<file path="src/rtl/dac_pkg.sv">
// rtl/dac_pkg.sv - shared state encoding and default widths for the DAC playback path
package dac_pkg;

  typedef enum logic [1:0] {
    ST_IDLE      = 2'd0,
    ST_ISSUE     = 2'd1,
    ST_WAIT_TICK = 2'd2
  } dac_state_e;

  localparam int DAC_SRAM_AW          = 18;
  localparam int DAC_PERIOD_W         = 16;
  localparam int DAC_COUNT_W          = 16;
  localparam int DAC_WORDS_PER_UPDATE = 2;

endpackage

</file>
<file path="src/rtl/dac_period_timer.sv">
// rtl/dac_period_timer.sv - update tick source; DAC_EXT_TRIG_EN swaps the down-counter for a trigger edge detector
module dac_period_timer #(
  parameter int PERIOD_WIDTH = 16
) (
  input  logic                    clk_i,
  input  logic                    rst_n_i,
  input  logic                    load_i,
  input  logic                    en_i,
  input  logic [PERIOD_WIDTH-1:0] reload_i,
`ifdef DAC_EXT_TRIG_EN
  input  logic                    trig_i,
`endif
  output logic                    tick_o
);

`ifdef DAC_EXT_TRIG_EN
  // [0] metastable stage, [1] synchronised level, [2] previous level
  logic [2:0] sync_q;
  logic       unused_cfg;

  assign unused_cfg = ^{load_i, reload_i};

  always_ff @(posedge clk_i or negedge rst_n_i) begin
    if (!rst_n_i) sync_q <= '0;
    else          sync_q <= {sync_q[1:0], trig_i};
  end

  assign tick_o = en_i && sync_q[1] && !sync_q[2];
`else
  logic [PERIOD_WIDTH-1:0] cnt_q, cnt_d, rld_q, rld_d;

  always_comb begin
    cnt_d = cnt_q;
    rld_d = rld_q;
    if (load_i) begin
      cnt_d = reload_i;
      rld_d = reload_i;
    end else if (en_i) begin
      cnt_d = (cnt_q == '0) ? rld_q : cnt_q - PERIOD_WIDTH'(1);
    end
  end

  always_ff @(posedge clk_i or negedge rst_n_i) begin
    if (!rst_n_i) begin
      cnt_q <= '0;
      rld_q <= '0;
    end else begin
      cnt_q <= cnt_d;
      rld_q <= rld_d;
    end
  end

  assign tick_o = en_i && (cnt_q == '0);
`endif

endmodule

</file>
<file path="src/rtl/dac_playback_sched.sv">
// rtl/dac_playback_sched.sv - periodic DAC update request scheduler; DAC_EXT_TRIG_EN adds trig_i
module dac_playback_sched
  import dac_pkg::*;
#(
  parameter int SRAM_ADDRESS_WIDTH = DAC_SRAM_AW,
  parameter int PERIOD_WIDTH       = DAC_PERIOD_W,
  parameter int COUNT_WIDTH        = DAC_COUNT_W,
  parameter int WORDS_PER_UPDATE   = DAC_WORDS_PER_UPDATE
) (
  input  logic                          wb_clk_i,
  input  logic                          wb_rst_n_i,
  input  logic                          cfg_start_i,
  input  logic                          cfg_stop_i,
  input  logic [SRAM_ADDRESS_WIDTH-1:0] cfg_base_i,
  input  logic [COUNT_WIDTH-1:0]        cfg_count_i,
  input  logic [PERIOD_WIDTH-1:0]       cfg_period_i,
  input  logic                          cfg_loop_i,
`ifdef DAC_EXT_TRIG_EN
  input  logic                          trig_i,
`endif
  output logic                          upd_cyc_o,
  output logic                          upd_stb_o,
  output logic [SRAM_ADDRESS_WIDTH-1:0] upd_adr_o,
  input  logic                          upd_ack_i,
  output logic                          busy_o,
  output logic                          done_o,
  output logic                          underrun_o,
  output logic [COUNT_WIDTH-1:0]        upd_index_o
);

  dac_state_e                    state_q, state_d;
  logic [SRAM_ADDRESS_WIDTH-1:0] base_q, base_d, adr_q, adr_d;
  logic [COUNT_WIDTH-1:0]        count_q, count_d, idx_q, idx_d;
  logic                          loop_q, loop_d, pend_q, pend_d, stop_q, stop_d;
  logic                          und_q, und_d, done_q, done_d;
  logic                          accept, tick, last;
  logic [PERIOD_WIDTH-1:0]       reload;

  assign accept = (state_q == ST_IDLE) && cfg_start_i && !cfg_stop_i;
  assign reload = (cfg_period_i == '0) ? '0 : cfg_period_i - PERIOD_WIDTH'(1);
  assign last   = (idx_q == count_q - COUNT_WIDTH'(1));

  dac_period_timer #(.PERIOD_WIDTH(PERIOD_WIDTH)) u_timer (
    .clk_i    (wb_clk_i),
    .rst_n_i  (wb_rst_n_i),
    .load_i   (accept),
    .en_i     (state_q != ST_IDLE),
    .reload_i (reload),
`ifdef DAC_EXT_TRIG_EN
    .trig_i   (trig_i),
`endif
    .tick_o   (tick)
  );

  always_comb begin
    state_d = state_q;
    base_d  = base_q;
    count_d = count_q;
    loop_d  = loop_q;
    idx_d   = idx_q;
    adr_d   = adr_q;
    pend_d  = pend_q;
    stop_d  = stop_q;
    und_d   = und_q;
    done_d  = 1'b0;
    case (state_q)
      ST_IDLE: begin
        if (accept) begin
          base_d  = cfg_base_i;
          count_d = cfg_count_i;
          loop_d  = cfg_loop_i;
          idx_d   = '0;
          adr_d   = cfg_base_i;
          pend_d  = 1'b0;
          stop_d  = 1'b0;
          und_d   = 1'b0;
          if (cfg_count_i != '0) state_d = ST_ISSUE;
          else                   done_d  = 1'b1;
        end
      end
      ST_ISSUE: begin
        // A tick in the ack cycle still counts as overlapping the in-flight update
        if (tick)       und_d  = 1'b1;
        if (cfg_stop_i) stop_d = 1'b1;
        if (upd_ack_i) begin
          pend_d = 1'b0;
          if (last && loop_q) begin
            idx_d = '0;
            adr_d = base_q;
          end else begin
            idx_d = idx_q + COUNT_WIDTH'(1);
            adr_d = adr_q + SRAM_ADDRESS_WIDTH'(WORDS_PER_UPDATE);
          end
          if (stop_q || cfg_stop_i || (last && !loop_q)) begin
            state_d = ST_IDLE;
            done_d  = 1'b1;
          end else if (pend_q || tick) begin
            state_d = ST_ISSUE;
          end else begin
            state_d = ST_WAIT_TICK;
          end
        end else if (tick) begin
          pend_d = 1'b1;
        end
      end
      ST_WAIT_TICK: begin
        if (cfg_stop_i) begin
          state_d = ST_IDLE;
          done_d  = 1'b1;
        end else if (tick) begin
          state_d = ST_ISSUE;
        end
      end
      default: state_d = ST_IDLE;
    endcase
  end

  always_ff @(posedge wb_clk_i or negedge wb_rst_n_i) begin
    if (!wb_rst_n_i) begin
      state_q <= ST_IDLE;
      base_q  <= '0;
      count_q <= '0;
      loop_q  <= 1'b0;
      idx_q   <= '0;
      adr_q   <= '0;
      pend_q  <= 1'b0;
      stop_q  <= 1'b0;
      und_q   <= 1'b0;
      done_q  <= 1'b0;
    end else begin
      state_q <= state_d;
      base_q  <= base_d;
      count_q <= count_d;
      loop_q  <= loop_d;
      idx_q   <= idx_d;
      adr_q   <= adr_d;
      pend_q  <= pend_d;
      stop_q  <= stop_d;
      und_q   <= und_d;
      done_q  <= done_d;
    end
  end

  assign upd_cyc_o   = (state_q == ST_ISSUE);
  assign upd_stb_o   = upd_cyc_o;
  assign upd_adr_o   = adr_q;
  assign busy_o      = (state_q != ST_IDLE);
  assign done_o      = done_q;
  assign underrun_o  = und_q;
  assign upd_index_o = idx_q;

endmodule

</file>
<file path="config.mk">
export PLATFORM = sky130hd
export DESIGN_NAME = dac_playback_sched
export DESIGN_NICKNAME = d
export VERILOG_FILES = /design/src/rtl/dac_pkg.sv /design/src/rtl/dac_period_timer.sv /design/src/rtl/dac_playback_sched.sv
export SDC_FILE = /design/constraint.sdc
export NUM_CORES = 1
export LEC_CHECK = 0
export BUFFER_PORTS_ARGS = -buffer_cell sky130_fd_sc_hd__buf_2
export CORE_MARGIN = 5
export CORE_UTILIZATION = 55
export CTS_CLUSTER_DIAMETER = 60
export CTS_CLUSTER_SIZE = 16
export DETAILED_ROUTE_END_ITERATION = 10
export HOLD_SLACK_MARGIN = 0.08
export PLACE_DENSITY = 0.79
export SYNTH_ARGS = -nofsm -noshare
export SYNTH_HDL_FRONTEND = slang
export SYNTH_SLANG_ARGS = --single-unit
</file>
<file path="constraint.sdc">
create_clock -name wb_clk_i -period 3.4 [get_ports wb_clk_i]
set_clock_uncertainty 0.05 [all_clocks]
set_input_delay 0.34 -clock wb_clk_i [delete_from_list [all_inputs] [get_ports wb_clk_i]]
set_output_delay 0.34 -clock wb_clk_i [all_outputs]
set_load 0.02 [all_outputs]
</file>
# After elaboration in Yosys (flattened, before gate mapping)
# Cells that the tools add are included.
[op_classes]
n_eq_ne = 10
n_mux = 33
n_addsub = 5
n_reduce_logical = 23
[op_table]
columns = ["cell", "n"]
rows = [
  ["$mux 16", 7],
  ["$mux 18", 3],
  ["$sub 16x1->16 const B", 3],
  ["$pmux 18 s2", 1],
  ["$logic_not 16->1", 2],
  ["$pmux 16 s2", 1],
  ["$add 18x2->18 const B", 1],
  ["$add 16x1->16 const B", 1],
  ["$eq 16x16->1", 1],
  ["$reduce_bool 16->1", 1],
  ["$mux 2", 7],
  ["$reduce_and 3->1", 4],
  ["$mux 1", 9],
  ["$ne 2x1->1 const B", 3],
  ["$pmux 1 s2", 3],
  ["$pmux 2 s3", 1],
  ["$reduce_bool 2->1", 3],
  ["$logic_and 1x1->1", 5],
  ["$ne 2x2->1 const B", 2],
  ["$reduce_and 4->1", 1],
  ["$logic_or 1x1->1", 3],
  ["$ne 3x1->1 const B", 1],
  ["$ne 3x3->1 const B", 1],
  ["$pmux 1 s3", 1],
  ["other kinds (5)", 6],
]
[totals]
word_cells = 83
inputBits = 56
regBits = 107

# Longest topological paths before layout
# Gate-level depths: netlist of run 1.
[logic_depth]
ltp_word = 7
depth_mapped = 13
mapped_depth_nobuf = 10

# Cells and area by module
# From an unflattened synthesis of run 1, not the netlist that was laid out.
[unflattened]
cells_unflattened = 721
area_unflattened_um2 = 6342.3
[by_module_without_submodules]
columns = ["mod", "n_inst", "cells_each", "seq_area_each_um2", "area_per_inst_um2"]
rows = [
  ["dac_playback_sched", 1, 541, 1876.8, 4535.6],
  ["dac_period_timer", 1, 180, 800.8, 1806.7],
]

# Worst setup path after synthesis of run 1
# OpenSTA, ideal clock, no wires.
[synth_timing]
path_type = "register to register"
start = "register count_q[0]"
end = "register adr_q[10] (netlist: upd_adr_o[10])"
period_less_slack_ns = 2.659
n_path_buf = 3
arrival_time_ns = 2.526
setup_slack_ns = 0.741
required_time_ns = 3.267
stages_incl_launch_ff = 14
cell_sequence = "dfrtp_1 > inv_1 > ha_1 > nor3b_2 > and3_1 > o2111ai_1 > nor4_1 > and4_1 > buf_4 > buf_8 > buf_8 > mux2i_1 > o21ai_1 > o22ai_1"
[synth_between]
elab_chain_cells = 6
[synth_lines]
columns = ["element", "line_no", "text"]
rows = [
  ["start: declaration", "dac_playback_sched.sv:33", "logic [COUNT_WIDTH-1:0] count_q, count_d, idx_q, idx_d;"],
  ["start signal: assignment", "dac_playback_sched.sv:133", "count_q <= count_d;"],
  ["$sub 16x1->16", "dac_playback_sched.sv:41", "assign last = (idx_q == count_q - COUNT_WIDTH'(1));"],
  ["$eq 16x16->1", "dac_playback_sched.sv:41", ""],
  ["$logic_and 1x1->1", "dac_playback_sched.sv:87", "if (last && loop_q) begin"],
  ["$mux 18", "dac_playback_sched.sv:87", ""],
  ["$mux 18", "dac_playback_sched.sv:85", "if (upd_ack_i) begin"],
  ["$pmux 18 s2", "dac_playback_sched.sv:66", "case (state_q)"],
  ["end signal: assignment", "dac_playback_sched.sv:136", "adr_q <= adr_d;"],
  ["end: declaration", "dac_playback_sched.sv:32", "logic [SRAM_ADDRESS_WIDTH-1:0] base_q, base_d, adr_q, adr_d;"],
]
# No other way between the ends. The select of a mux whose other input is x is not followed.
# A chain may end at the register's enable or synchronous reset.

# Final worst setup path of run 1
[layout_timing]
start = "register count_q[0]"
end = "register adr_q[8] (netlist: upd_adr_o[8])"
# The elaborated chain is that of the path after synthesis.

==> impl_metrics.toml, run 1 <==
[outcome]
status = "complete, no violations"

[timing]
post-route-period-util_pct = 92.4
hold_viol = 0
rsz0062_at_grt = "false"
fin_setup_tns_ns = 0
drv_slew = 0
whs_ns = 0.146
period_needed_ns = 3.14
setup_violations = 0
max_freq_mhz = 318
slew_headroom_pct = 17.6
worst_pin_slew_ns = 1.24

[final_layout]
nets = 880
regArea_um2 = 2680
nFillCells = 907
drive_gt1_share_pct = 16.0
utilization_pct = 64.3
layout_common_cells = "nand2_1 (146), dfrtp_1 (107), buf_2 (93)"
multi_input_area_um2 = 3250
final_common_cell = "nand2_1"
antennaDiodeCount = 0
area_growth_pct = 13.6
stdcell_area_um2 = 7060

[power]
combPwrFrac_pct = 35.2
intPower_w = 0.00282
p_leak_nw = 3.34
p_per_area_nw_per_um2 = 664
swShare_pct = 39.8
max-vdd-ir-drop_uv = 350
switching_power_w = 0.00186
seq_power_share_pct = 44.0
clockPowerShare_pct = 20.7

[placed_design]
portBuffers = 94
dpl-instance-area_um2 = 6790
place.gp.congestion = 0.892
dpl.hpwl_um = 11300

[global_routing]
grt_antenna_before_repair = 0
grt_pass1_wl_um = 25900
gr-total-overflow = 0
grt_max_degree = 59
track_usage_pct = 23.9
grt_pass1_vias = 5625

[synth]
syn-num-nets = 799
synth_cell_types = 60
synth-seq-cells = 107
synth_cells = 737
ys_warn_count = 0
ys_async_sr_fraction_pct = 100
synth_flop_cell = "dfrtp_1"
seq_area_frac_synth_pct = 43.1
syn_avg_cell_area_um2 = 8.44
synth-edff-count = 0
netlist_area_um2 = 6220

[cts]
cts_setup_buffers = 0
cts_buffer_depth = 2
clk_pin_slew_worst_paths_ns = 0.07
ctsResizeCount = 0
tritoncts = "yes"
clock_tree.root_cell = "clkbuf_16"
insertion_delay_ns = 0.35
cts.sinks = 107
htree_levels = 3
cts_buffers = 9
postCtsHoldBufs = 1

[floorplanning]
dieArea_um2 = 13500
start_util_pct = 56.6
die_h_um = 116
fp-row-count = 38
io_pins = 95
coreArea_um2 = 11000
dieWidth_um = 116

[drt]
drt_iter0_drc = 545
wl_um = 16100
ant_nets = 0
wl_per_cell_um = 16.7
drcViolationCount = 0
dr.pass1.iters = 5
vias = 5821
via_per_inst = 6.04

[worst_setup_path]
cpPeakStageDelay_ns = 0.44
r2r-start = "count_q[0]$_DFFE_PN0P_"
critPathMaxFanout = 23
reg2regPathDepth = 11
r2r_end = "upd_adr_o[8]$_DFFE_PN0P_"
cpLargestDelayFamily = "simple AND/OR/NAND/NOR gates"
crit_arrival_ns = 3.37
startpoint_type = "flop"
worstSetupPathType = "reg2reg"
rrSetupSlack_ns = 0.26
critPathSlowestCell = "dfrtp_1"
worst-path-buf-inv = 2
setup.worst_path.end_class = "flop"
crit_path_cell_trace = "inv_1 -> ha_1 -> nor3b_2 -> and3_1 -> o2111ai_1 -> nor4_1 -> and4_1 -> buf_4 -> mux2i_1 -> o21ai_0 -> o2bb2ai_1"
critPathRequiredTime_ns = 3.63

[min_path]
holdPathEnd = "base_q[10]$_DFFE_PN0P_"
hold_path.class = "in2reg"
whs_path_depth = 3
hp-start = "cfg_base_i[10]"

[run]
max_cap_viol_count = 0
area by class of cell:
type / instances / area share (%)
clock buffers: 12 / 3.35
inverters: 29 / 1.54
clock inverters: 4 / 0.390
repair buffers: 107 / 8.29
flip-flops and latches: 107 / 37.9
multi-input cells: 564 / 46.1
well taps: 140 / 2.48
power by group through the flow:
stage                     Clock [W]  Combinational [W]  Sequential (W)
after floorplan                   0            0.00104         0.00212
after global placement            0            0.00156         0.00205
after detailed placement          0            0.00163         0.00207
after CTS                  0.000984            0.00165         0.00205
after global routing        0.00104            0.00183         0.00212
final                      0.000973            0.00165         0.00206
flip-flops by register name, indices dropped and copies added, names as in the netlist, 2 cells and up:
signal         count
upd_adr_o         18
u_timer.cnt_q     16
count_q           16
u_timer.rld_q     16
state_q            2
base_q            18
upd_index_o       16
cell families after synthesis:
| kind of cell | synth area share (%) |
|---|---|
| buffers and inverters | 4.91 |
| DFF | 43.1 |
| adders and majority gates | 1.21 |
| AOI/OAI and AO/OA | 18.4 |
| xor gates and xnor gates | 6.06 |
| muxes | 1.31 |
| and+or+nand+nor | 25.1 |
synthesized netlist by cell type, drive strengths merged, types with 9 or more instances:
master / instances / share of area (%)
a21o: 10 / 1.2
a21oi: 36 / 2.9
a31oi: 9 / 0.91
and3: 19 / 1.9
buf: 9 / 1.5
clkbuf: 28 / 1.7
dfrtp: 107 / 43
inv: 29 / 1.8
nand2: 146 / 8.8
nand3: 27 / 2.2
nor2: 50 / 3.1
nor3: 16 / 1.3
nor4: 13 / 1.7
o21ai: 63 / 5.1
o22ai: 10 / 1.0
or3: 11 / 1.1
xnor2: 25 / 3.5
xor2: 18 / 2.5
how the worst max path moves through the flow:
| stage | startpoint | endpoint | slack (ns) | cells past startpoint |
|---|---|---|---|---|
| 2_1_floorplan | count_q[0]$_DFFE_PN0P_ | upd_adr_o[10]$_DFFE_PN0P_ | 0.74 | 13 |
| 3_3_place_gp | count_q[0]$_DFFE_PN0P_ | upd_index_o[5]$_DFFE_PN0P_ | 0.49 | 11 |
| 3_5_place_dp | count_q[0]$_DFFE_PN0P_ | upd_adr_o[8]$_DFFE_PN0P_ | 0.32 | 11 |
| 4_1_cts | count_q[0]$_DFFE_PN0P_ | upd_adr_o[11]$_DFFE_PN0P_ | 0.31 | 11 |
| 5_1_grt | count_q[4]$_DFFE_PN0P_ | upd_index_o[5]$_DFFE_PN0P_ | 0.07 | 9 |
| 6_report | count_q[0]$_DFFE_PN0P_ | upd_adr_o[8]$_DFFE_PN0P_ | 0.26 | 11 |
layer usage:
| metal | track usage, % | up-vias | part of all wire (%) |
|---|---|---|---|
| met5 | 0 | - | 0 |
| met4 | 7.81 | 0 | 1.8 |
| met3 | 6.17 | 32 | 7.6 |
| met2 | 39.9 | 245 | 48 |
| met1 | 30.4 | 2788 | 42 |
| li1 | - | 2756 | - |
per-stage QoR:
step	setup slack, ns	power (W)	instances
5_1_grt	0.0675	0.00499	963
3_3_place_gp	0.494	0.00361	946
3_5_place_dp	0.319	0.00371	946
6_report	0.257	0.00469	963
2_1_floorplan	0.741	0.00317	737
4_1_cts	0.307	0.00468	963
worst reg2reg max path: stages, from the launching register on:
cell       delay [ns]
dfrtp_1          0.44
inv_1            0.10
ha_1             0.22
nor3b_2          0.39
and3_1           0.22
o2111ai_1        0.12
nor4_1           0.37
and4_1           0.35
buf_4            0.31
mux2i_1          0.24
o21ai_0          0.11
o2bb2ai_1        0.15
Note: power is estimated with default switching activity, not from simulation.
==> inputs of run 2 (changes only) <==
--- a/config.mk
+++ b/config.mk
@@ -13,6 +13,7 @@
 export DETAILED_ROUTE_END_ITERATION = 10
 export HOLD_SLACK_MARGIN = 0.08
 export PLACE_DENSITY = 0.79
+export REMOVE_ABC_BUFFERS = 1
 export SYNTH_ARGS = -nofsm -noshare
 export SYNTH_HDL_FRONTEND = slang
 export SYNTH_SLANG_ARGS = --single-unit
==> impl_metrics.toml, run 2 (synthesized netlist as in run 1, its figures left out) <==
[outcome]
status = "complete, no violations"

[drt]
drt_iter0_drc = 617
ant_nets = 0
dr.pass1.iters = 5
via_per_inst = 6.00
wl_um = 15600
vias = 5792
wl_per_cell_um = 16.2
drcViolationCount = 0

[placed_design]
portBuffers = 94
dpl.hpwl_um = 11100
place.gp.congestion = 0.915
post-place-ws_ns = 0.345

[floorplanning]
dieWidth_um = 116
start_util_pct = 56.6
fp-row-count = 38
dieArea_um2 = 13500
die_h_um = 116
io_pins = 95
coreArea_um2 = 11000

[worst_setup_path]
worst-path-buf-inv = 1
critPathSlowestCell = "dfrtp_1"
critPathLaunch = "count_q[0]$_DFFE_PN0P_"
cpPeakStageDelay_ns = 0.45
crit_arrival_ns = 3.32
worstSetupPathType = "reg2reg"
setup.worst_path.end_class = "flop"
critPathRequiredTime_ns = 3.59
startpoint_type = "flop"
crit_path_cell_trace = "inv_1 -> ha_1 -> nor3b_2 -> and3_1 -> o2111ai_1 -> nor4_1 -> and4_1 -> nand2b_1 -> o21ai_0 -> o2bb2ai_1"
critPathMaxFanout = 10
cpLargestDelayFamily = "simple AND/OR/NAND/NOR gates"
r2r-start = "count_q[0]$_DFFE_PN0P_"

[cts]
cts_buffer_depth = 2
insertion_delay_ns = 0.36
cts_setup_buffers = 0
cts.sinks = 107
clk_pin_slew_worst_paths_ns = 0.07
clock_tree.root_cell = "clkbuf_16"
cts_buffers = 9
htree_levels = 3
tritoncts = "yes"

[final_layout]
drive_gt1_share_pct = 16.7
nets = 883
layout_common_cells = "nand2_1 (146), dfrtp_1 (107), buf_2 (93)"
final_common_cell = "nand2_1"
utilization_pct = 64.8
antennaDiodeCount = 0
area_growth_pct = 14.5

[min_path]
hp-start = "cfg_base_i[6]"
hold_path.class = "in2reg"

[timing]
rsz0062_at_grt = "false"
hold_viol = 0
whs_ns = 0.136
worst_pin_slew_ns = 0.932
setup_slack_ns = 0.279
setup_violations = 0
fin_setup_tns_ns = 0
drv_slew = 0
max_freq_mhz = 320
slew_headroom_pct = 37.3
period_needed_ns = 3.12
post-route-period-util_pct = 91.8

[global_routing]
track_usage_pct = 24.3
grt_max_degree = 56
grt_pass1_vias = 5784
grt_antenna_before_repair = 0
gr-total-overflow = 0
grt_pass1_wl_um = 26500

[power]
p_per_area_nw_per_um2 = 661
p_leak_nw = 3.37
total_power_w = 0.00470
max-vdd-ir-drop_uv = 516

[run]
max_cap_viol_count = 0
==> run 2: per-stage QoR <==
stage | cells | instance area, um2
after floorplan | 700 | 6020
after global placement | 949 | 6810
after detailed placement | 949 | 6810
after CTS | 966 | 7110
after global routing | 966 | 7120
final | 966 | 7120
==> run 2: worst min-delay path, delay by kind of cell <==
| kind | cells | cell delay [ns] |
|---|---|---|
| AND/OR/NAND/NOR | 2 | 0.08 |
| buffers and inverters | 1 | 0.09 |
==> run 2: layout make-up <==
| cell class | instances | area [um2] |
|---|---|---|
| Sequential cell | 107 | 2680 |
| Timing Repair Buffer | 110 | 608 |
| Multi-Input combinational cell | 564 | 3260 |
| Clock inverter | 5 | 37.5 |
| Tap cell | 140 | 175 |
| Clock buffer | 11 | 253 |
| Inverter | 29 | 109 |
| Fill cell | 932 | 3860 |
==> run 2: final timing paths <==
| path | end | slack, ns | depth (start not counted) |
|---|---|---|---|
| min in group asynchronous | upd_adr_o[5]$_DFFE_PN0P_ | 0.53 | 2 |
| worst max register to register | upd_adr_o[8]$_DFFE_PN0P_ | 0.28 | 10 |
| worst max-delay path | upd_adr_o[8]$_DFFE_PN0P_ | 0.28 | 10 |
| worst min-delay path | base_q[6]$_DFFE_PN0P_ | 0.14 | 3 |
| worst min register to register | base_q[0]$_DFFE_PN0P_ | 0.42 | 2 |
| max in group asynchronous | count_q[7]$_DFFE_PN0P_ | 2.04 | 3 |
==> run 2: routing by layer <==
metal  up-vias  share of wire [%]  global-route usage (%)
li1       2766                  -                       -
met1      2819                 43                    31.1
met2       179                 50                    40.7
met3        28                5.6                    5.91
met4         0                2.0                    7.73
met5         -                  0                       0
==> run 2: power breakdown <==
group          internal, W  leakage, nW  switching, W  total (W)
clock network     0.000538        0.138      0.000481    0.00102
logic             0.000677         1.89      0.000950    0.00163
registers          0.00165         1.34      0.000402    0.00206
total              0.00287         3.37       0.00183    0.00470
==> run 2: repair_timing <==
| action | 4_1_cts | 5_1_grt |
|---|---|---|
| resized for setup | 0 | 1 |
| setup endpoints to repair | 0 | 1 |
| endpoints found under the hold margin | 52 | 0 |
| hold buffers | 1 | 0 |
==> inputs of run 3 (changes only) <==
--- a/config.mk
+++ b/config.mk
@@ -5,6 +5,7 @@
 export SDC_FILE = /design/constraint.sdc
 export NUM_CORES = 1
 export LEC_CHECK = 0
+export ABC_AREA = 1
 export BUFFER_PORTS_ARGS = -buffer_cell sky130_fd_sc_hd__buf_2
 export CORE_MARGIN = 5
 export CORE_UTILIZATION = 55
@@ -12,7 +13,7 @@
 export CTS_CLUSTER_SIZE = 16
 export DETAILED_ROUTE_END_ITERATION = 10
 export HOLD_SLACK_MARGIN = 0.08
-export PLACE_DENSITY = 0.79
+export PLACE_DENSITY_LB_ADDON = 0.25
 export REMOVE_ABC_BUFFERS = 1
 export SYNTH_ARGS = -nofsm -noshare
 export SYNTH_HDL_FRONTEND = slang
==> impl_metrics.toml, run 3 <==
[timing]
fin_setup_tns_ns = 0
hold_viol = 0
setup_violations = 0
rsz0062_at_grt = "false"
period_needed_ns = 2.90
whs_ns = 0.153
worst_pin_slew_ns = 0.874
max_freq_mhz = 345
drv_slew = 0
slew_headroom_pct = 41.4
post-route-period-util_pct = 85.3

[synth]
synth_cells = 984
yosysTopAreaCellShare_pct = 39.2
synth_cell_types = 44
synth.area.top_cells = "dfrtp_1 (39%), nand2_1 (18%), inv_1 (6.1%), nor2_1 (5.3%), o21ai_0 (5.3%)"
netlist_top_cells_count = "nand2_1 (333), inv_1 (111), dfrtp_1 (107)"
ys_async_sr_fraction_pct = 100
synth.largest_area_cell = "dfrtp_1"
seq_area_frac_synth_pct = 39.2
synth-edff-count = 0
synth_flop_cell = "dfrtp_1"
netlist_area_um2 = 6830
synth-seq-cells = 107
ys_warn_count = 0
synth_most_common_cell = "nand2_1"
syn_avg_cell_area_um2 = 6.94

[final_layout]
final_common_cell = "nand2_1"
antennaDiodeCount = 0
regArea_um2 = 2680
drive_gt1_share_pct = 13.0
nets = 1129
stdcell_area_um2 = 7730
area_growth_pct = 13.2
multi_input_area_um2 = 3590
layout_common_cells = "nand2_1 (333), inv_1 (111), dfrtp_1 (107)"
nFillCells = 1176

[worst_setup_path]
setup.worst_path.end_class = "flop"
critPathRequiredTime_ns = 3.59
crit_arrival_ns = 3.09
worstSetupPathType = "reg2reg"
critPathMaxFanout = 18
startpoint_type = "flop"

[global_routing]
grt_max_degree = 59
grt_pass1_vias = 6171
gr-total-overflow = 0
grt_pass1_wl_um = 28600
track_usage_pct = 23.9
grt_antenna_before_repair = 0

[drt]
vias = 6540
drt_iter0_drc = 469
ant_nets = 0
wl_um = 17000
via_per_inst = 5.27
wl_per_cell_um = 13.7
dr.pass1.iters = 5
drcViolationCount = 0

[placed_design]
dpl-instance-area_um2 = 7450
dpl.hpwl_um = 12200
place.gp.congestion = 0.891
portBuffers = 94

[power]
seq_power_share_pct = 36.5
p_leak_nw = 4.06
swShare_pct = 46.7
intPower_w = 0.00340
combPwrFrac_pct = 48.0
p_per_area_nw_per_um2 = 824
total_power_w = 0.00637
clockPowerShare_pct = 15.6
switching_power_w = 0.00298
max-vdd-ir-drop_uv = 352

[cts]
cts.sinks = 107
cts_setup_buffers = 0
insertion_delay_ns = 0.36
tritoncts = "yes"
cts_buffers = 9
ctsResizeCount = 0
clock_tree.root_cell = "clkbuf_16"
clk_pin_slew_worst_paths_ns = 0.07
cts_buffer_depth = 2
postCtsHoldBufs = 1
htree_levels = 3

[run]
max_cap_viol_count = 0

[outcome]
status = "complete, no violations"

[floorplanning]
dieArea_um2 = 14700
dieWidth_um = 121
die_h_um = 121
fp-row-count = 40
io_pins = 95
start_util_pct = 56.4
coreArea_um2 = 12100

[min_path]
hold_path.class = "in2reg"
[run 3: changes by cell type in the layout (fill, tap and decap cells not counted), sizes merged, moves of 10 or more]
cell,delta
nand2,+189
inv,+84
nor2,+56
nand4,+24
nand3,+21
xor2,+20
a21oi,-18
and3,-18
or3,-11
nor4,-10
o21ai,+10
[run 3: area by class of cell]
cell class | instances | share of cell area (%)
repair buffers | 103 | 7.18
clock inverters | 3 | 0.291
clock buffers | 13 | 3.24
inverters | 113 | 5.49
flip-flops and latches | 107 | 34.6
multi-input cells | 733 | 46.5
well taps | 168 | 2.72
[run 3: worst paths after layout]
path                            depth (start not counted)  slack, ns                             to                           from
worst max-delay path                                   17       0.50      upd_adr_o[15]$_DFFE_PN0P_         count_q[0]$_DFFE_PN0P_
worst min-delay path                                    3       0.15         base_q[17]$_DFFE_PN0P_                 cfg_base_i[17]
worst max register to register                         17       0.50      upd_adr_o[15]$_DFFE_PN0P_         count_q[0]$_DFFE_PN0P_
worst min register to register                          2       0.43  u_timer.rld_q[11]$_DFFE_PN0P_  u_timer.rld_q[11]$_DFFE_PN0P_
max in group asynchronous                               3       2.02       upd_adr_o[5]$_DFFE_PN0P_                     wb_rst_n_i
min in group asynchronous                               2       0.55   u_timer.rld_q[0]$_DFFE_PN0P_                     wb_rst_n_i
[run 3: worst max-delay path, stage by stage (launching register included)]
cell	delay [ns]
dfrtp_1	0.39
inv_1	0.16
ha_1	0.30
nand2_2	0.13
nor2_4	0.20
nand2_1	0.07
nand2_1	0.08
nand2_1	0.07
nor2_1	0.11
nand2_1	0.10
nor2_4	0.37
nand3_4	0.31
nand2_1	0.15
nand2_1	0.06
nand2_1	0.06
nand2_1	0.05
nand2_1	0.05
nand2_1	0.07
[run 3: cells by family after synthesis]
group	Yosys count	share of synthesized area (%)
adder cells (fa/ha/maj)	6	1.10
XOR/XNOR	56	7.18
buffers and inverters	144	8.34
AND/OR/NAND/NOR	550	34.6
flip-flops	107	39.2
AO/OA/AOI/OAI	121	9.62
[run 3: per-layer routing]
layer | vias to the layer above | track usage (%) | wire (um)
li1 | 3296 | - | -
met1 | 3040 | 31.6 | 7640
met2 | 173 | 39.7 | 8140
met3 | 31 | 3.08 | 816
met4 | 0 | 9.45 | 382
met5 | - | 0 | 0
[run 3: stage by stage]
stage                     util [%]  setup WS, ns  cells
final                         63.8         0.499   1240
after floorplan                  -        -0.959    953
after global routing          63.8         0.175   1240
after global placement        61.5         0.593   1223
after CTS                     63.8         0.499   1240
after detailed placement      61.5         0.508   1223
[run 3: power by group through the flow]
| stage | clock, W | sequential (W) | combinational (W) |
|---|---|---|---|
| 3_3_place_gp | 0 | 0.00232 | 0.00298 |
| 2_1_floorplan | 0 | 0.00236 | 0.00213 |
| 6_report | 0.000992 | 0.00232 | 0.00306 |
| 4_1_cts | 0.00101 | 0.00231 | 0.00306 |
| 3_5_place_dp | 0 | 0.00233 | 0.00304 |
| 5_1_grt | 0.00106 | 0.00240 | 0.00351 |
